`src/rtl/register_file_param.sv`:
```
// Parameterised register file: two registered read ports, one write port,
// optional hardwired-zero register 0, optional write-to-read forwarding,
// and a sequenced clear that zeroes one register per cycle.
//
// Ports:
//   clk, rst        - clock, asynchronous active-high reset
//   rs, rt          - read addresses for readreg1 / readreg2
//   rd, write_data  - write address and data
//   write_enable    - write request (ignored while clearing)
//   read_enable     - update read outputs this edge; otherwise they hold
//   clr_req         - start a clear sweep (ignored while clearing)
//   readreg1/2      - registered read data
//   busy            - high while a clear sweep is in progress
//   clr_done        - one-cycle pulse after the last register is cleared
module register_file_param #(
  parameter int unsigned DATA_W   = 32,
  parameter int unsigned ADDR_W   = 5,
  parameter int unsigned ZERO_REG = 1,
  parameter int unsigned BYPASS   = 1
) (
  input  logic              clk,
  input  logic              rst,
  input  logic [ADDR_W-1:0] rs,
  input  logic [ADDR_W-1:0] rt,
  input  logic [ADDR_W-1:0] rd,
  input  logic [DATA_W-1:0] write_data,
  input  logic              write_enable,
  input  logic              read_enable,
  input  logic              clr_req,
  output logic [DATA_W-1:0] readreg1,
  output logic [DATA_W-1:0] readreg2,
  output logic              busy,
  output logic              clr_done
);

  localparam int unsigned DEPTH = 1 << ADDR_W;
  localparam logic [ADDR_W-1:0] LAST_IDX = ADDR_W'(DEPTH - 1);

  typedef enum logic {S_IDLE = 1'b0, S_CLEAR = 1'b1} state_e;

  state_e            state_q, state_d;
  logic [ADDR_W-1:0] idx_q, idx_d;
  logic [DATA_W-1:0] regs_q [DEPTH];
  logic [DATA_W-1:0] regs_d [DEPTH];
  logic [DATA_W-1:0] rr1_q, rr1_d;
  logic [DATA_W-1:0] rr2_q, rr2_d;
  logic              busy_q, busy_d;
  logic              done_q, done_d;

  logic              wr_ok_c;
  logic [DATA_W-1:0] rd1_c, rd2_c;

  // Read data as seen this cycle, including forwarding of a same-cycle write.
  // Register 0 forced to zero last so it wins over forwarding.
  always_comb begin : read_mux
    wr_ok_c = write_enable && !((ZERO_REG != 0) && (rd == '0));
    rd1_c   = regs_q[rs];
    rd2_c   = regs_q[rt];
    if ((BYPASS != 0) && wr_ok_c && (rd == rs)) rd1_c = write_data;
    if ((BYPASS != 0) && wr_ok_c && (rd == rt)) rd2_c = write_data;
    if ((ZERO_REG != 0) && (rs == '0)) rd1_c = '0;
    if ((ZERO_REG != 0) && (rt == '0)) rd2_c = '0;
  end

  // State register and all output/storage flops.
  always_ff @(posedge clk or posedge rst) begin : seq
    if (rst) begin
      state_q <= S_IDLE;
      idx_q   <= '0;
      rr1_q   <= '0;
      rr2_q   <= '0;
      busy_q  <= 1'b0;
      done_q  <= 1'b0;
      for (int i = 0; i < int'(DEPTH); i++) regs_q[i] <= '0;
    end else begin
      state_q <= state_d;
      idx_q   <= idx_d;
      rr1_q   <= rr1_d;
      rr2_q   <= rr2_d;
      busy_q  <= busy_d;
      done_q  <= done_d;
      for (int i = 0; i < int'(DEPTH); i++) regs_q[i] <= regs_d[i];
    end
  end

  // Next state and sweep index; the sweep stops at the last register.
  always_comb begin : next_state
    state_d = state_q;
    idx_d   = idx_q;
    case (state_q)
      S_IDLE: begin
        if (clr_req) begin
          state_d = S_CLEAR;
          idx_d   = '0;
        end
      end
      S_CLEAR: begin
        if (idx_q == LAST_IDX) begin
          state_d = S_IDLE;
          idx_d   = '0;
        end else begin
          idx_d = idx_q + ADDR_W'(1);
        end
      end
      default: begin
        state_d = S_IDLE;
        idx_d   = '0;
      end
    endcase
  end

  // Storage updates and registered outputs.
  always_comb begin : outputs
    for (int i = 0; i < int'(DEPTH); i++) regs_d[i] = regs_q[i];
    rr1_d  = rr1_q;
    rr2_d  = rr2_q;
    busy_d = (state_d == S_CLEAR);
    done_d = (state_q == S_CLEAR) && (state_d == S_IDLE);
    case (state_q)
      S_IDLE: begin
        if (wr_ok_c) regs_d[rd] = write_data;
        if (read_enable) begin
          rr1_d = rd1_c;
          rr2_d = rd2_c;
        end
      end
      S_CLEAR: begin
        regs_d[idx_q] = '0;
        if (read_enable) begin
          rr1_d = '0;
          rr2_d = '0;
        end
      end
      default: ;
    endcase
  end

  assign readreg1 = rr1_q;
  assign readreg2 = rr2_q;
  assign busy     = busy_q;
  assign clr_done = done_q;

endmodule

```
`config.mk`:
```
export PLATFORM = sky130hd
export DESIGN_NAME = register_file_param
export DESIGN_NICKNAME = d
export VERILOG_FILES = /design/src/rtl/register_file_param.sv
export SDC_FILE = /design/constraint.sdc
export NUM_CORES = 2
export LEC_CHECK = 0
export CORE_MARGIN = 5
export CORE_UTILIZATION = 48
export DETAILED_ROUTE_END_ITERATION = 10
export SYNTH_ARGS = -nofsm -noshare
export SYNTH_HDL_FRONTEND = slang
export SYNTH_SLANG_ARGS = --single-unit
```
`constraint.sdc`:
```
create_clock -name clk -period 42 [get_ports clk]
set_input_delay 4.2 -clock clk [delete_from_list [all_inputs] [get_ports clk]]
set_output_delay 4.2 -clock clk [all_outputs]
set_load 0.05 [all_outputs]
```
Yosys cells after proc, flatten, opt, wreduce, memory -nomap -nowiden --
Index checks and enable logic that the tools add are counted.
Word-level totals: RAM bits 0, memories kept 0, output and inout bits 66, memory bits (read-only) 0, bits in registers 1095, input bits 52, bits in latches 0, logic and storage cells 98
Cells by class: shifts and indexed selects 0, equal/unequal tests 7, bitwise gates (word level) 8, divide/modulo/power cells 0, $lt $le $gt $ge 6, muxes and demuxes 28, multipliers 0, reduce and logical (&&, ||, !) cells 11, add/sub/neg operators 1
Operators by type and width (count):
- 1024-bit one-hot mux with 2 select lines | 1
- 1024-bit bitwise AND | 1
- 1024-bit bitwise mux | 1
- 1024-bit two-way mux | 1
- 1024-bit NOT | 1
- 32-bit two-way mux | 13
- 32-bit binary-select mux with 5-bit select | 2
- 32-bit demux with 5-bit select | 2
- 32-bit one-hot mux with 2 select lines | 2
- 6-bit >= comparator, second input constant | 4
- 5-bit NOT with 6-bit output | 4
- 5-bit logical NOT | 3
- 6-bit by 1-bit < comparator with 1-bit output, second input constant | 2
- 5-bit equality test | 2
- 5-bit two-way mux | 2
- 5-bit one-hot mux with 2 select lines | 1
- 2-bit inequality test, second input constant | 4
- 1-bit logical AND | 6
- 5-bit by 1-bit adder with 5-bit output, second input constant | 1
- 5-bit equality test, second input constant | 1
- 1-bit two-way mux | 2
- 1-bit NOT | 2
- 1-bit one-hot mux with 2 select lines | 1
- 2-bit AND reduction | 1
- 1-bit logical NOT | 1

Longest topological paths before layout --
depth in word-level cells 8, gate-level depth with buffers 9, depth with buffers taken out 6

Worst setup path before layout --
OpenSTA, ideal clock, no wires.
kind input to register, start point in rt[0], end point reg rr2_q[0] (netlist: readreg2[0]), library setup time 0.135 ns, stages on the path 7, data arrival time 5.830 ns, slack 36.035 ns, data required time 41.865 ns, path buffers 4, cell sequence buf_6 > buf_6 > buf_6 > buf_2 > mux4_2 > a221oi_1 > o311ai_1
On the way: cells in the longest elaborated chain, start to end 8, elaborated cells between the ends (all ways) 11, those cells by class eq/ne (1); mux (7); bitwise (1); reduce/logical (2)
Ends and longest elaborated chain:
- start: declaration | RTL line 24 | input logic [ADDR_W-1:0] rt,
- 5-bit NOT with 6-bit output (not written as such) | RTL line 58 | rd2_c = regs_q[rt];
- 32-bit binary-select mux with 5-bit select | RTL line 58
- 32-bit two-way mux (not written as such) (2 in a row) | RTL line 58
- 32-bit two-way mux | RTL line 60 | if ((BYPASS != 0) && wr_ok_c && (rd == rt)) rd2_c = write_data;
- 32-bit two-way mux * | RTL line 62 | if ((ZERO_REG != 0) && (rt == '0)) rd2_c = '0;
- 32-bit two-way mux * | RTL line 122 | if (read_enable) begin
- 32-bit one-hot mux with 2 select lines * | RTL line 119 | case (state_q)
- end signal: assignment | RTL line 79 | rr2_q <= rr2_d;
- end: declaration | RTL line 46 | logic [DATA_W-1:0] rr2_q, rr2_d;
Mark *: on every way between the ends. The rest lies on a longest branch, timed or not. The select of a mux whose other input is x is not followed. A chain may end at the register's enable or synchronous reset.

Final worst setup path --
Same ends and word-level chain as after synthesis.

==> metrics.txt <==
# TYPE chip_impl_metric gauge
chip_impl_metric{name="timing.critical_path.arrival",unit="ns"} 8.92
chip_impl_info{name="ys_dominant_reg_cell",value="sky130_fd_sc_hd__dfrtp_1"} 1
chip_impl_metric{name="total_of_warnings_raised_by_yosys",unit=""} 0
chip_impl_metric{name="antenna_found_initial",unit=""} 8
chip_impl_metric{name="tightestPinTransition",unit="ns"} 1.447
chip_impl_metric{name="finalMaxSlewViolations",unit=""} 0
chip_impl_metric{name="maxClockFrequency",unit="MHz"} 119.3
chip_impl_metric{name="p_leak",unit="nW"} 27.19
chip_impl_metric{name="synth-edff-count",unit=""} 0
chip_impl_metric{name="boundaryPins",unit=""} 118
chip_impl_info{name="cpMaxStageDelayCell",value="sky130_fd_sc_hd__a2111oi_1"} 1
chip_impl_metric{name="synth_top_area_frac",unit=""} 0.4920
chip_impl_metric{name="reg2reg_setup_slack",unit="ns"} 38.60
chip_impl_metric{name="finalClockSkew",unit="ns"} 0.01832
chip_impl_metric{name="max-slew-margin-rel",unit=""} 0.01007
chip_impl_info{name="path_class",value="input port to flip-flop"} 1
chip_impl_metric{name="synth-seq-area-share",unit=""} 0.4920
chip_impl_metric{name="cts.sinks",unit=""} 1095
chip_impl_metric{name="ir_drop",unit="mV"} 0.03980
chip_impl_metric{name="die_y",unit="microns"} 350.6
chip_impl_metric{name="drt-vias-per-instance",unit=""} 7.601
chip_impl_info{name="post-synth-top-area-cell",value="sky130_fd_sc_hd__dfrtp_1"} 1
chip_impl_metric{name="placementRows",unit=""} 125
chip_impl_metric{name="period_minus_slack",unit="ns"} 8.382
chip_impl_metric{name="drv.max_cap_violation_count",unit=""} 1
chip_impl_metric{name="hold_violations",unit=""} 0
chip_impl_metric{name="placement.io_buffers",unit=""} 117
chip_impl_info{name="post_synth_main_area_contributors",value="sky130_fd_sc_hd__dfrtp_1 49%, sky130_fd_sc_hd__a22o_1 17%, sky130_fd_sc_hd__mux4_2 15%"} 1
chip_impl_metric{name="gp_congestion",unit=""} 0.8567
chip_impl_metric{name="first_iter_violations",unit=""} 5206
chip_impl_metric{name="relative_contribution_of_sequential_cells_to_total_power",unit=""} 0.435
chip_impl_metric{name="post_cts_resized",unit=""} 0
chip_impl_metric{name="place.detailed.hpwl",unit="microns"} 115800
chip_impl_metric{name="critical_path_required",unit="ns"} 42.54
chip_impl_metric{name="die_outline_area",unit="sq um"} 122900
chip_impl_metric{name="power.density_cell_area",unit="nW/um^2"} 49.88
chip_impl_info{name="crit_path_end_kind",value="flip-flop"} 1
chip_impl_metric{name="syn_avg_cell_area",unit="sq um"} 13.72
chip_impl_metric{name="power.net_switching",unit="uW"} 963.9
chip_impl_metric{name="filler_cell_count",unit=""} 9523
chip_impl_metric{name="clk_latency",unit="ns"} 0.71
chip_impl_info{name="clock_tree_from_tritoncts",value="built"} 1
chip_impl_metric{name="power.share.combinational",unit=""} 0.217
chip_impl_metric{name="detailroute.via_count",unit=""} 42028
chip_impl_metric{name="placeableCoreArea",unit="sq um"} 115700
chip_impl_metric{name="tns",unit="ns"} 0
chip_impl_metric{name="synth_fp_nets",unit=""} 4117
chip_impl_metric{name="globalRouteTotalUtil",unit=""} 0.3392
chip_impl_metric{name="drc",unit=""} 0
chip_impl_metric{name="postRouteWirelength",unit="microns"} 210500
chip_impl_metric{name="netlist-cell-type-count",unit=""} 53
chip_impl_metric{name="grt_pass1_vias",unit=""} 42065
chip_impl_metric{name="async_flop_share",unit=""} 1.000
chip_impl_info{name="cts-root-buf",value="sky130_fd_sc_hd__clkbuf_16"} 1
chip_impl_metric{name="hold_slack",unit="ns"} 0.5093
chip_impl_metric{name="synth.cell_area",unit="sq um"} 55690
chip_impl_info{name="min_path_type",value="flip-flop to flip-flop"} 1
chip_impl_info{name="crit_path_start_kind",value="input port"} 1
chip_impl_metric{name="nNetsFinal",unit=""} 3971
chip_impl_info{name="crit_top_cell",value="sky130_fd_sc_hd__buf_4"} 1
chip_impl_metric{name="number_of_clock_buffers_inserted_by_tritoncts",unit=""} 116
chip_impl_metric{name="flop_and_latch_count_out_of_synthesis",unit=""} 1095
chip_impl_info{name="grt_setup_unrepaired",value="false"} 1
chip_impl_metric{name="area_growth_syn_to_layout",unit="%"} 11.73
chip_impl_metric{name="ant_nets",unit=""} 0
chip_impl_metric{name="drive_gt1_frac",unit=""} 0.2204
chip_impl_info{name="worstPathCellList",value="buf_8 -> buf_4 -> buf_4 -> mux4_2 -> a22o_1 -> a2111oi_1 -> o311ai_1"} 1
chip_impl_metric{name="die_w",unit="microns"} 350.6
chip_impl_metric{name="cp_slowest_stage_delay",unit="ns"} 1.17
chip_impl_info{name="status",value="finished with violations"} 1
chip_impl_metric{name="final-setup-viol-count",unit=""} 0
chip_impl_metric{name="initial_core_util",unit=""} 0.4812
chip_impl_metric{name="clk_pin_slew",unit="ns"} 0.06
chip_impl_metric{name="pwr-share-clk",unit=""} 0.348
chip_impl_metric{name="setup_repair_bufs_after_cts",unit=""} 0
chip_impl_metric{name="post_cts_hold_buffer_count",unit=""} 0
chip_impl_metric{name="post-route-period-util",unit=""} 0.1996
chip_impl_metric{name="swShare",unit=""} 0.3106
chip_impl_info{name="failed_checks",value="max-capacitance violations"} 1
chip_impl_metric{name="cp_max_fo",unit=""} 72
chip_impl_metric{name="cellInternalPower",unit="mW"} 2.140
chip_impl_metric{name="grt_remaining_overflow",unit=""} 0
chip_impl_metric{name="clock_path_buffers",unit=""} 3
chip_impl_metric{name="cts_max_level",unit=""} 3
chip_impl_metric{name="firstDrtPassIters",unit=""} 5
chip_impl_metric{name="post_drt_wl_per_cell",unit="microns"} 38.07
chip_impl_metric{name="number_of_instances_in_the_synthesized_netlist",unit=""} 4060
chip_impl_metric{name="global_route_wire_length_before_repair",unit="microns"} 305700
chip_impl_metric{name="grt_max_degree",unit=""} 155
-- routing by layer --
layer / global-route usage / wire (microns) / part of all wire
met1: 0.4720 / 82290 / 0.39
met2: 0.4952 / 92480 / 0.44
met3: 0.1050 / 25960 / 0.12
met4: 0.1476 / 9701 / 0.046
met5: 0 / 34 / 0.00016
-- kinds of logic (layout without fill, tap and decap cells) --
group                      count (synthesis)  count (layout)  synth area share
DFF                                     1095            1095            0.4920
adders and majority gates                  5               5          0.001123
buffers and inverters                    572             514           0.04613
xor gates and xnor gates                  12              12          0.001887
muxes                                    674             674            0.2079
and+or+nand+nor                          220             220           0.02420
other                                      0               3                 0
AOI/OAI and AO/OA                       1482            1482            0.2267
-- through the flow --
stage / setup slack (ns) / util / power, mW / instance area (sq um) / cells
after detailed placement: 33.03 / 0.5035 / 2.019 / 58270 / 5318
final: 33.62 / 0.5376 / 3.104 / 62220 / 5529
after global placement: 33.08 / 0.5035 / 2.008 / 58270 / 5318
after CTS: 33.79 / 0.5375 / 3.095 / 62200 / 5524
after floorplan: 6.970 / - / 1.773 / 55690 / 4060
after global routing: 33.40 / 0.5376 / 3.204 / 62210 / 5526
-- flip-flops by register name, summed over array words and instances, names as in the netlist --
name,count
regs_q,1024
readreg1,32
readreg2,32
idx_q,5
busy,1
clr_done,1
-- power groups by stage --
| stage | logic [mW] | registers (mW) | clock network, mW |
|---|---|---|---|
| final | 0.673 | 1.35 | 1.08 |
| after global routing | 0.704 | 1.37 | 1.13 |
| after CTS | 0.663 | 1.34 | 1.09 |
| after detailed placement | 0.663 | 1.36 | 0 |
| after global placement | 0.652 | 1.36 | 0 |
| after floorplan | 0.430 | 1.34 | 0 |
-- cell usage in the layout (no fill, tap or decap), types with 6 or more instances in the layout --
| master | Yosys | final |
|---|---|---|
| sky130_fd_sc_hd__a221oi_1 | 33 | 33 |
| sky130_fd_sc_hd__mux4_2 | 383 | 383 |
| sky130_fd_sc_hd__nand3b_1 | 6 | 6 |
| sky130_fd_sc_hd__a22o_1 | 1086 | 1086 |
| sky130_fd_sc_hd__o221ai_1 | 64 | 64 |
| sky130_fd_sc_hd__xnor2_1 | 9 | 9 |
| sky130_fd_sc_hd__mux2_2 | 33 | 33 |
| sky130_fd_sc_hd__nor2_4 | 3 | 33 |
| sky130_fd_sc_hd__a211oi_1 | 31 | 31 |
| sky130_fd_sc_hd__clkbuf_8 | 0 | 23 |
| sky130_fd_sc_hd__o311ai_1 | 32 | 32 |
| sky130_fd_sc_hd__nand4_1 | 32 | 32 |
| sky130_fd_sc_hd__a41oi_1 | 32 | 32 |
| sky130_fd_sc_hd__or3b_2 | 7 | 7 |
| sky130_fd_sc_hd__and2_1 | 39 | 37 |
| sky130_fd_sc_hd__clkinv_2 | 0 | 20 |
| sky130_fd_sc_hd__nand2b_1 | 35 | 35 |
| sky130_fd_sc_hd__clkbuf_1 | 378 | 23 |
| sky130_fd_sc_hd__o31ai_1 | 32 | 32 |
| sky130_fd_sc_hd__mux2i_1 | 258 | 258 |
| sky130_fd_sc_hd__a2111oi_1 | 5 | 21 |
| sky130_fd_sc_hd__buf_4 | 32 | 180 |
| sky130_fd_sc_hd__a21oi_4 | 0 | 33 |
| sky130_fd_sc_hd__dfrtp_1 | 1095 | 1095 |
| sky130_fd_sc_hd__clkdlybuf4s50_1 | 0 | 107 |
| sky130_fd_sc_hd__a2111oi_0 | 59 | 43 |
| sky130_fd_sc_hd__inv_1 | 8 | 6 |
| sky130_fd_sc_hd__bufinv_16 | 0 | 12 |
| sky130_fd_sc_hd__o22ai_1 | 63 | 63 |
| sky130_fd_sc_hd__nor2b_1 | 38 | 34 |
| sky130_fd_sc_hd__nor3_1 | 7 | 6 |
| sky130_fd_sc_hd__clkbuf_16 | 0 | 119 |
-- Yosys cell counts (4+ instances only) --
cell type                   instances
sky130_fd_sc_hd__nand2b_1          35
sky130_fd_sc_hd__xnor2_1            9
sky130_fd_sc_hd__a41oi_1           32
sky130_fd_sc_hd__o31ai_1           32
sky130_fd_sc_hd__a211oi_1          31
sky130_fd_sc_hd__or3b_2             7
sky130_fd_sc_hd__inv_1              8
sky130_fd_sc_hd__buf_2             75
sky130_fd_sc_hd__nor2_2             4
sky130_fd_sc_hd__and3_1             5
sky130_fd_sc_hd__buf_6             27
sky130_fd_sc_hd__and2_1            39
sky130_fd_sc_hd__nor2_1            28
sky130_fd_sc_hd__a2111oi_1          5
sky130_fd_sc_hd__nand3b_1           6
sky130_fd_sc_hd__mux2_2            33
sky130_fd_sc_hd__dfrtp_1         1095
sky130_fd_sc_hd__buf_4             32
sky130_fd_sc_hd__a2111oi_0         59
sky130_fd_sc_hd__nor3_1             7
sky130_fd_sc_hd__a22o_1          1086
sky130_fd_sc_hd__clkbuf_2           4
sky130_fd_sc_hd__mux2i_1          258
sky130_fd_sc_hd__a221oi_1          33
sky130_fd_sc_hd__mux4_2           383
sky130_fd_sc_hd__clkbuf_1         378
sky130_fd_sc_hd__o221ai_1          64
sky130_fd_sc_hd__nor2b_1           38
sky130_fd_sc_hd__a21oi_1           33
sky130_fd_sc_hd__buf_1             48
sky130_fd_sc_hd__o22ai_1           63
sky130_fd_sc_hd__o311ai_1          32
sky130_fd_sc_hd__nand2_1            4
sky130_fd_sc_hd__ha_1               5
sky130_fd_sc_hd__nand4_1           32
-- worst max-delay path, delay by kind of cell --
kind	cells	cell delay [ns]
buffers and inverters	3	2.33
AO/OA/AOI/OAI	3	1.65
multiplexers	1	0.60
-- path summary, 6_finish.rpt --
| kind | from | endpoint | cells past startpoint |
|---|---|---|---|
| setup / recovery | rt[0] | readreg2[0] | 7 |
| hold / removal | regs_q[1002] | regs_q[1002] | 1 |
| setup reg to reg | busy | regs_q[394] | 6 |
| hold reg to reg | regs_q[1002] | regs_q[1002] | 1 |
| max in group asynchronous | rst | regs_q[107] | 5 |
| min in group asynchronous | rst | regs_q[665] | 2 |
-- layout make-up --
type / count / area, sq um / share of cell area
Antenna cell: 3 / 7.507 / 0.0001207
Sequential cell: 1095 / 27400 / 0.4404
Multi-Input combinational cell: 2393 / 26370 / 0.4238
Inverter: 8 / 37.54 / 0.0006033
Timing Repair Buffer: 300 / 2571 / 0.04132
Tap cell: 1524 / 1907 / 0.03065
Clock buffer: 165 / 3381 / 0.05433
Clock inverter: 41 / 548.0 / 0.008808
(Power assumes the default switching activity.)
